`src/rtl/id_stage.sv`:
```
// id_stage: decode stage; one-entry stage register, hazard stall, operand select, branch resolve.
// Ports: in_valid/in_ready/if_pc/inst_sram_rdata from fetch; br_taken/br_target redirect fetch;
// rf_raddr*/rf_rdata* register-file read; ex/mem/wb_dest (+ex_is_load, *_result) from downstream;
// out_valid/out_ready plus out_pc/out_inst/out_src1/out_src2/out_imm/out_dest bundle to EX.
// Build macro ID_BYPASS_EN: forward EX > MEM > WB results, stall only on EX load-use.
module id_stage (
  input  logic        clk,
  input  logic        rst,
  input  logic        in_valid,
  output logic        in_ready,
  input  logic [31:0] if_pc,
  input  logic [31:0] inst_sram_rdata,
  output logic        br_taken,
  output logic [31:0] br_target,
  output logic [4:0]  rf_raddr1,
  output logic [4:0]  rf_raddr2,
  input  logic [31:0] rf_rdata1,
  input  logic [31:0] rf_rdata2,
  input  logic [4:0]  ex_dest,
  input  logic [4:0]  mem_dest,
  input  logic [4:0]  wb_dest,
  input  logic        ex_is_load,
  input  logic [31:0] ex_result,
  input  logic [31:0] mem_result,
  input  logic [31:0] wb_result,
  output logic        out_valid,
  input  logic        out_ready,
  output logic [31:0] out_pc,
  output logic [31:0] out_inst,
  output logic [31:0] out_src1,
  output logic [31:0] out_src2,
  output logic [31:0] out_imm,
  output logic [4:0]  out_dest
);

  logic        valid;
  logic [31:0] pc;
  logic [31:0] inst;

  logic [5:0] op;
  logic [4:0] rj, rk, rd;
  logic is_add, is_sub, is_addi, is_lu12i, is_ld, is_st;
  logic is_b, is_bl, is_jirl;
  logic is_beq, is_bne, is_blt, is_bge, is_bltu, is_bgeu, is_cbr;
  logic use1, use2;
  logic stall, ready_go, fire, cond;
  logic eq, lt, ltu;

  assign op = inst[31:26];
  assign rj = inst[9:5];
  assign rk = inst[14:10];
  assign rd = inst[4:0];

  assign is_add   = inst[31:15] == 17'h00020;
  assign is_sub   = inst[31:15] == 17'h00022;
  assign is_addi  = inst[31:22] == 10'h00a;
  assign is_lu12i = inst[31:25] == 7'h0a;
  assign is_ld    = inst[31:22] == 10'h0a2;
  assign is_st    = inst[31:22] == 10'h0a6;
  assign is_jirl  = op == 6'h13;
  assign is_b     = op == 6'h14;
  assign is_bl    = op == 6'h15;
  assign is_beq   = op == 6'h16;
  assign is_bne   = op == 6'h17;
  assign is_blt   = op == 6'h18;
  assign is_bge   = op == 6'h19;
  assign is_bltu  = op == 6'h1a;
  assign is_bgeu  = op == 6'h1b;
  assign is_cbr   = is_beq | is_bne | is_blt | is_bge | is_bltu | is_bgeu;

  // conditional branches and stores read rd as their second operand
  assign rf_raddr1 = rj;
  assign rf_raddr2 = (is_cbr | is_st) ? rd : rk;

  assign use1 = is_add | is_sub | is_addi | is_ld | is_st | is_jirl | is_cbr;
  assign use2 = is_add | is_sub | is_st | is_cbr;

  always_comb begin
    out_imm = 32'h0;
    unique case (1'b1)
      is_addi | is_ld | is_st: out_imm = {{20{inst[21]}}, inst[21:10]};
      is_lu12i:                out_imm = {inst[24:5], 12'h0};
      is_jirl | is_cbr:        out_imm = {{14{inst[25]}}, inst[25:10], 2'b0};
      is_b | is_bl:            out_imm = {{4{inst[9]}}, inst[9:0], inst[25:10], 2'b0};
      default:                 out_imm = 32'h0;
    endcase
  end

  always_comb begin
    out_dest = 5'd0;
    if (is_bl)
      out_dest = 5'd1;
    else if (is_add | is_sub | is_addi | is_lu12i | is_ld | is_jirl)
      out_dest = rd;
  end

  // a zero source address never matches, so r0 cannot hazard
  logic ex1, mem1, wb1, ex2, mem2, wb2;
  assign ex1  = (|rf_raddr1) & (rf_raddr1 == ex_dest);
  assign mem1 = (|rf_raddr1) & (rf_raddr1 == mem_dest);
  assign wb1  = (|rf_raddr1) & (rf_raddr1 == wb_dest);
  assign ex2  = (|rf_raddr2) & (rf_raddr2 == ex_dest);
  assign mem2 = (|rf_raddr2) & (rf_raddr2 == mem_dest);
  assign wb2  = (|rf_raddr2) & (rf_raddr2 == wb_dest);

`ifdef ID_BYPASS_EN
  always_comb begin
    out_src1 = rf_rdata1;
    if (ex1)       out_src1 = ex_result;
    else if (mem1) out_src1 = mem_result;
    else if (wb1)  out_src1 = wb_result;
  end

  always_comb begin
    out_src2 = rf_rdata2;
    if (ex2)       out_src2 = ex_result;
    else if (mem2) out_src2 = mem_result;
    else if (wb2)  out_src2 = wb_result;
  end

  // a load in EX has no result yet
  assign stall = ex_is_load & ((use1 & ex1) | (use2 & ex2));
`else
  logic unused_fwd;
  assign unused_fwd = ^{ex_result, mem_result, wb_result, ex_is_load};
  assign out_src1 = rf_rdata1;
  assign out_src2 = rf_rdata2;
  assign stall = (use1 & (ex1 | mem1 | wb1)) | (use2 & (ex2 | mem2 | wb2));
`endif

  assign ready_go  = ~stall;
  assign out_valid = valid & ready_go;
  assign in_ready  = ~valid | (ready_go & out_ready);
  assign fire      = out_valid & out_ready;

  assign eq  = out_src1 == out_src2;
  assign lt  = $signed(out_src1) < $signed(out_src2);
  assign ltu = out_src1 < out_src2;

  assign cond = is_b | is_bl | is_jirl
              | (is_beq & eq) | (is_bne & ~eq)
              | (is_blt & lt) | (is_bge & ~lt)
              | (is_bltu & ltu) | (is_bgeu & ~ltu);

  // no redirect while reset is being applied
  assign br_taken  = fire & cond & ~rst;
  assign br_target = (is_jirl ? out_src1 : pc) + out_imm;

  assign out_pc   = pc;
  assign out_inst = inst;

  always_ff @(posedge clk) begin
    if (rst) begin
      valid <= 1'b0;
      pc    <= 32'h0;
      inst  <= 32'h0;
    end else if (in_ready) begin
      // the instruction behind a taken branch is on the wrong path
      valid <= in_valid & ~br_taken;
      if (in_valid & ~br_taken) begin
        pc   <= if_pc;
        inst <= inst_sram_rdata;
      end
    end
  end

endmodule

```
`config.mk`:
```
export PLATFORM = sky130hd
export DESIGN_NAME = id_stage
export DESIGN_NICKNAME = d
export VERILOG_FILES = /design/src/rtl/id_stage.sv
export SDC_FILE = /design/constraint.sdc
export NUM_CORES = 1
export LEC_CHECK = 0
export CAP_MARGIN = 20
export CORE_AREA = 2 2 178 180
export DETAILED_ROUTE_END_ITERATION = 16
export DIE_AREA = 0 0 180 182
export PLACE_DENSITY_LB_ADDON = 0.25
export RECOVER_POWER = 100
export SLEW_MARGIN = 20
export SYNTH_ARGS = -nofsm -noshare
export SYNTH_HDL_FRONTEND = slang
export SYNTH_SLANG_ARGS = --single-unit
```
`constraint.sdc`:
```
create_clock -name clk -period 5.85 [get_ports clk]
set_input_delay 1.17 -clock clk [delete_from_list [all_inputs] [get_ports clk]]
set_output_delay 1.17 -clock clk [all_outputs]
set_load 0.005 [all_outputs]
```
==> flow_summary.toml <==
[power_and_ir_drop]
ir_drop_uv = 177.9
p_leak_nw = 5.554
power-per-cell-area_nw_per_um2 = 147.3

[sta]
timing.final.max_slew_violations = 65
setup_viol = 0
worst_slack_ns = 0.1925
max_slew.worst_pin.slew_ns = 1.769
grt_setup_unrepaired = "false"
fin_tns_setup_ns = 0
timing.fmax_mhz = 176.8
finClkSkew_ns = 0.006095
hold_violations = 0
fin_crit_ns = 5.657
fin_crit_sh = 0.9671
slew_headroom = -0.1796

[critical_path]
crit_path_start_kind = "input port"
end_kind = "output port"
worst_ep_arrival_time_ns = 4.49
criticalPathCategory = "in2out"
worstPathRequired_ns = 4.68
crit_fanout = 4

[die]
die_x_um = 180
die_height_um = 182
initial_core_util = 0.2385
die_area_sq_um = 32760
row_count = 65
io_pins = 454
core_area_sq_um = 30990

[synth]
synth_edf_count = 0
synthFlopType = "dfxtp_1"
synth.avg_cell_area_sq_um = 8.104
synth_area_sq_um = 7391
syn_nets = 1220
yosysSeqAreaShare = 0.1761
yosys_register_bits = 65
synth_cells = 912
synthArstFlopShare = 0
yosysUniqueCellTypes = 67
yosysWarnings = 0

[place]
port_buffers = 356
place_ws_ns = -0.4164
gp_congestion = 0.8811
dp_hpwl_um = 24930

[status]
status = "finished with violations"
violations = "max-capacitance violations, max-slew violations"

[final_layout]
finalNetCount = 1574
final_common_cell = "clkdlybuf4s50_1"
nFillCells = 3222
layout_common_cells = "clkdlybuf4s50_1, dlygate4sd3_1, nand2b_1"
layout-drive-gt1-share = 0.1386
antenna_cells = 0
area_delta_synth_final_pct = 61.27
multi_input_area_sq_um = 5338
seq_area_sq_um = 1308

[clocking]
htree_levels = 3
cts_sinks = 65
hold_buffers = 0
clockBufferDepth = 2
tritoncts = "yes"
clockRootBuffer = "clkbuf_16"
path_clk_slew_ns = 0.06
clk_latency_ns = 0.34
cts_buffers = 9

[routing]
viasPerCell = 4.600
wl_met3_um = 1694
drt_first_pass_iters = 8
highest_layer = "met5"
vias = 7691
m1WireLength_um = 13400
ant_nets = 0
route.detailed.drc = 0
wirelength_um = 30480
drt_iter0_drc = 252
wire_per_inst_um = 18.23
wl_met2_um = 15100

[global_route]
grt_max_degree = 75
grt_first_pass_wirelength_um = 45230
grtUsageTotal = 0.1784
grt_pass1_vias = 7662
antenna_found_initial = 1
gr-total-overflow = 0

[run]
drv_cap = 2

[worst_hold_path]
hp-class = "reg2reg"
## timing repair
action,CTS,global route
resized for setup,28,35
buffers inserted,0,4
setup endpoints to repair,12,14
pin swaps,4,9
cloned,0,1
## kinds of logic (layout without fill, tap and decap cells)
kind of cell,count (synthesis),count (layout),synth area share
AO/OA/AOI/OAI,170,170,0.1586
XOR/XNOR,52,52,0.06162
adder cells (fa/ha/maj),64,64,0.1094
buffers and inverters,161,519,0.1244
flip-flops,65,65,0.1761
multiplexers,97,97,0.1364
AND/OR/NAND/NOR,303,303,0.2335
## registers in the layout, indices dropped and copies added, names as in the netlist
signal    cells
out_inst     32
valid         1
out_pc       32
## synthesized netlist by cell type (all sizes together), types with 3 or more instances
cell type | number | area share
ha | 63 | 0.11
inv | 52 | 0.026
nand3 | 17 | 0.012
a21o | 20 | 0.020
nor2 | 35 | 0.018
and4 | 3 | 0.0036
a31oi | 5 | 0.0051
nor3 | 17 | 0.012
a21boi | 5 | 0.0051
xnor2 | 29 | 0.034
nand3b | 4 | 0.0041
clkbuf | 29 | 0.015
a211oi | 3 | 0.0030
mux2 | 30 | 0.046
and2 | 4 | 0.0034
buf | 80 | 0.083
a2111oi | 4 | 0.0056
o22ai | 3 | 0.0025
nand2 | 36 | 0.018
dfxtp | 65 | 0.18
and3 | 6 | 0.0051
o21ai | 27 | 0.018
nor2b | 10 | 0.0085
nand2b | 135 | 0.11
a21oi | 46 | 0.032
xor2 | 23 | 0.027
nor3b | 3 | 0.0030
nand4 | 12 | 0.010
nor4 | 3 | 0.0025
a221o | 10 | 0.014
mux2i | 67 | 0.091
a22o | 9 | 0.011
or2 | 5 | 0.0042
o21a | 10 | 0.010
a41oi | 3 | 0.0036
a22oi | 6 | 0.0061
o31ai | 5 | 0.0051
or3 | 6 | 0.0058
## path summary, 6_finish.rpt
path,from,to,slack (ns),cells past startpoint
max reg2reg,out_inst[26],out_pc[14],1.41,11
min reg2reg,out_pc[26],out_pc[26],0.48,2
max,rf_rdata1[12],br_target[27],0.19,13
min,out_pc[26],out_pc[26],0.48,2
## area by class of cell
| class | count | share of cell area |
|---|---|---|
| repair buffers | 452 | 0.3562 |
| clock inverters | 2 | 0.005039 |
| multi-input cells | 686 | 0.4478 |
| inverters | 52 | 0.01638 |
| well taps | 402 | 0.04220 |
| flip-flops and latches | 65 | 0.1097 |
| clock buffers | 13 | 0.02267 |
## metal layers
metal  vias up  global-route usage
li1       3862                   -
met1      3618              0.2199
met2       194              0.3165
met3        15             0.04392
met4         2             0.03154
met5         -                   0
## critical path, stage by stage
cell           delay, ns
dlygate4sd3_1       0.56
mux2_2              0.29
ha_1                0.31
buf_4               0.13
and4_1              0.23
o21ai_0             0.14
o31ai_1             0.26
buf_4               0.18
a31oi_4             0.11
nor2_1              0.20
buf_4               0.14
xor2_1              0.15
dlygate4sd3_1       0.61
## power breakdown
part           internal (mW)  switching (mW)  leakage, nW  total [mW]
Sequential             0.474          0.0385        0.538       0.512
Combinational          0.352           0.252         4.85       0.604
Clock                  0.407           0.232        0.162       0.639
## stage by stage
stage / total power [mW] / std cells / utilization / cell area, sq um / hold WS (ns)
after floorplan: 0.8004 / 912 / - / 7391 / 0.4745
after CTS: 1.808 / 1667 / 0.3824 / 11850 / 0.4862
after global routing: 1.851 / 1672 / 0.3847 / 11920 / 0.4938
final: 1.756 / 1672 / 0.3847 / 11920 / 0.4788
after detailed placement: 1.154 / 1652 / 0.3690 / 11430 / 0.4776
after global placement: 1.149 / 1652 / 0.3690 / 11430 / 0.4687
No activity file was read; power rests on OpenSTA's default activity.
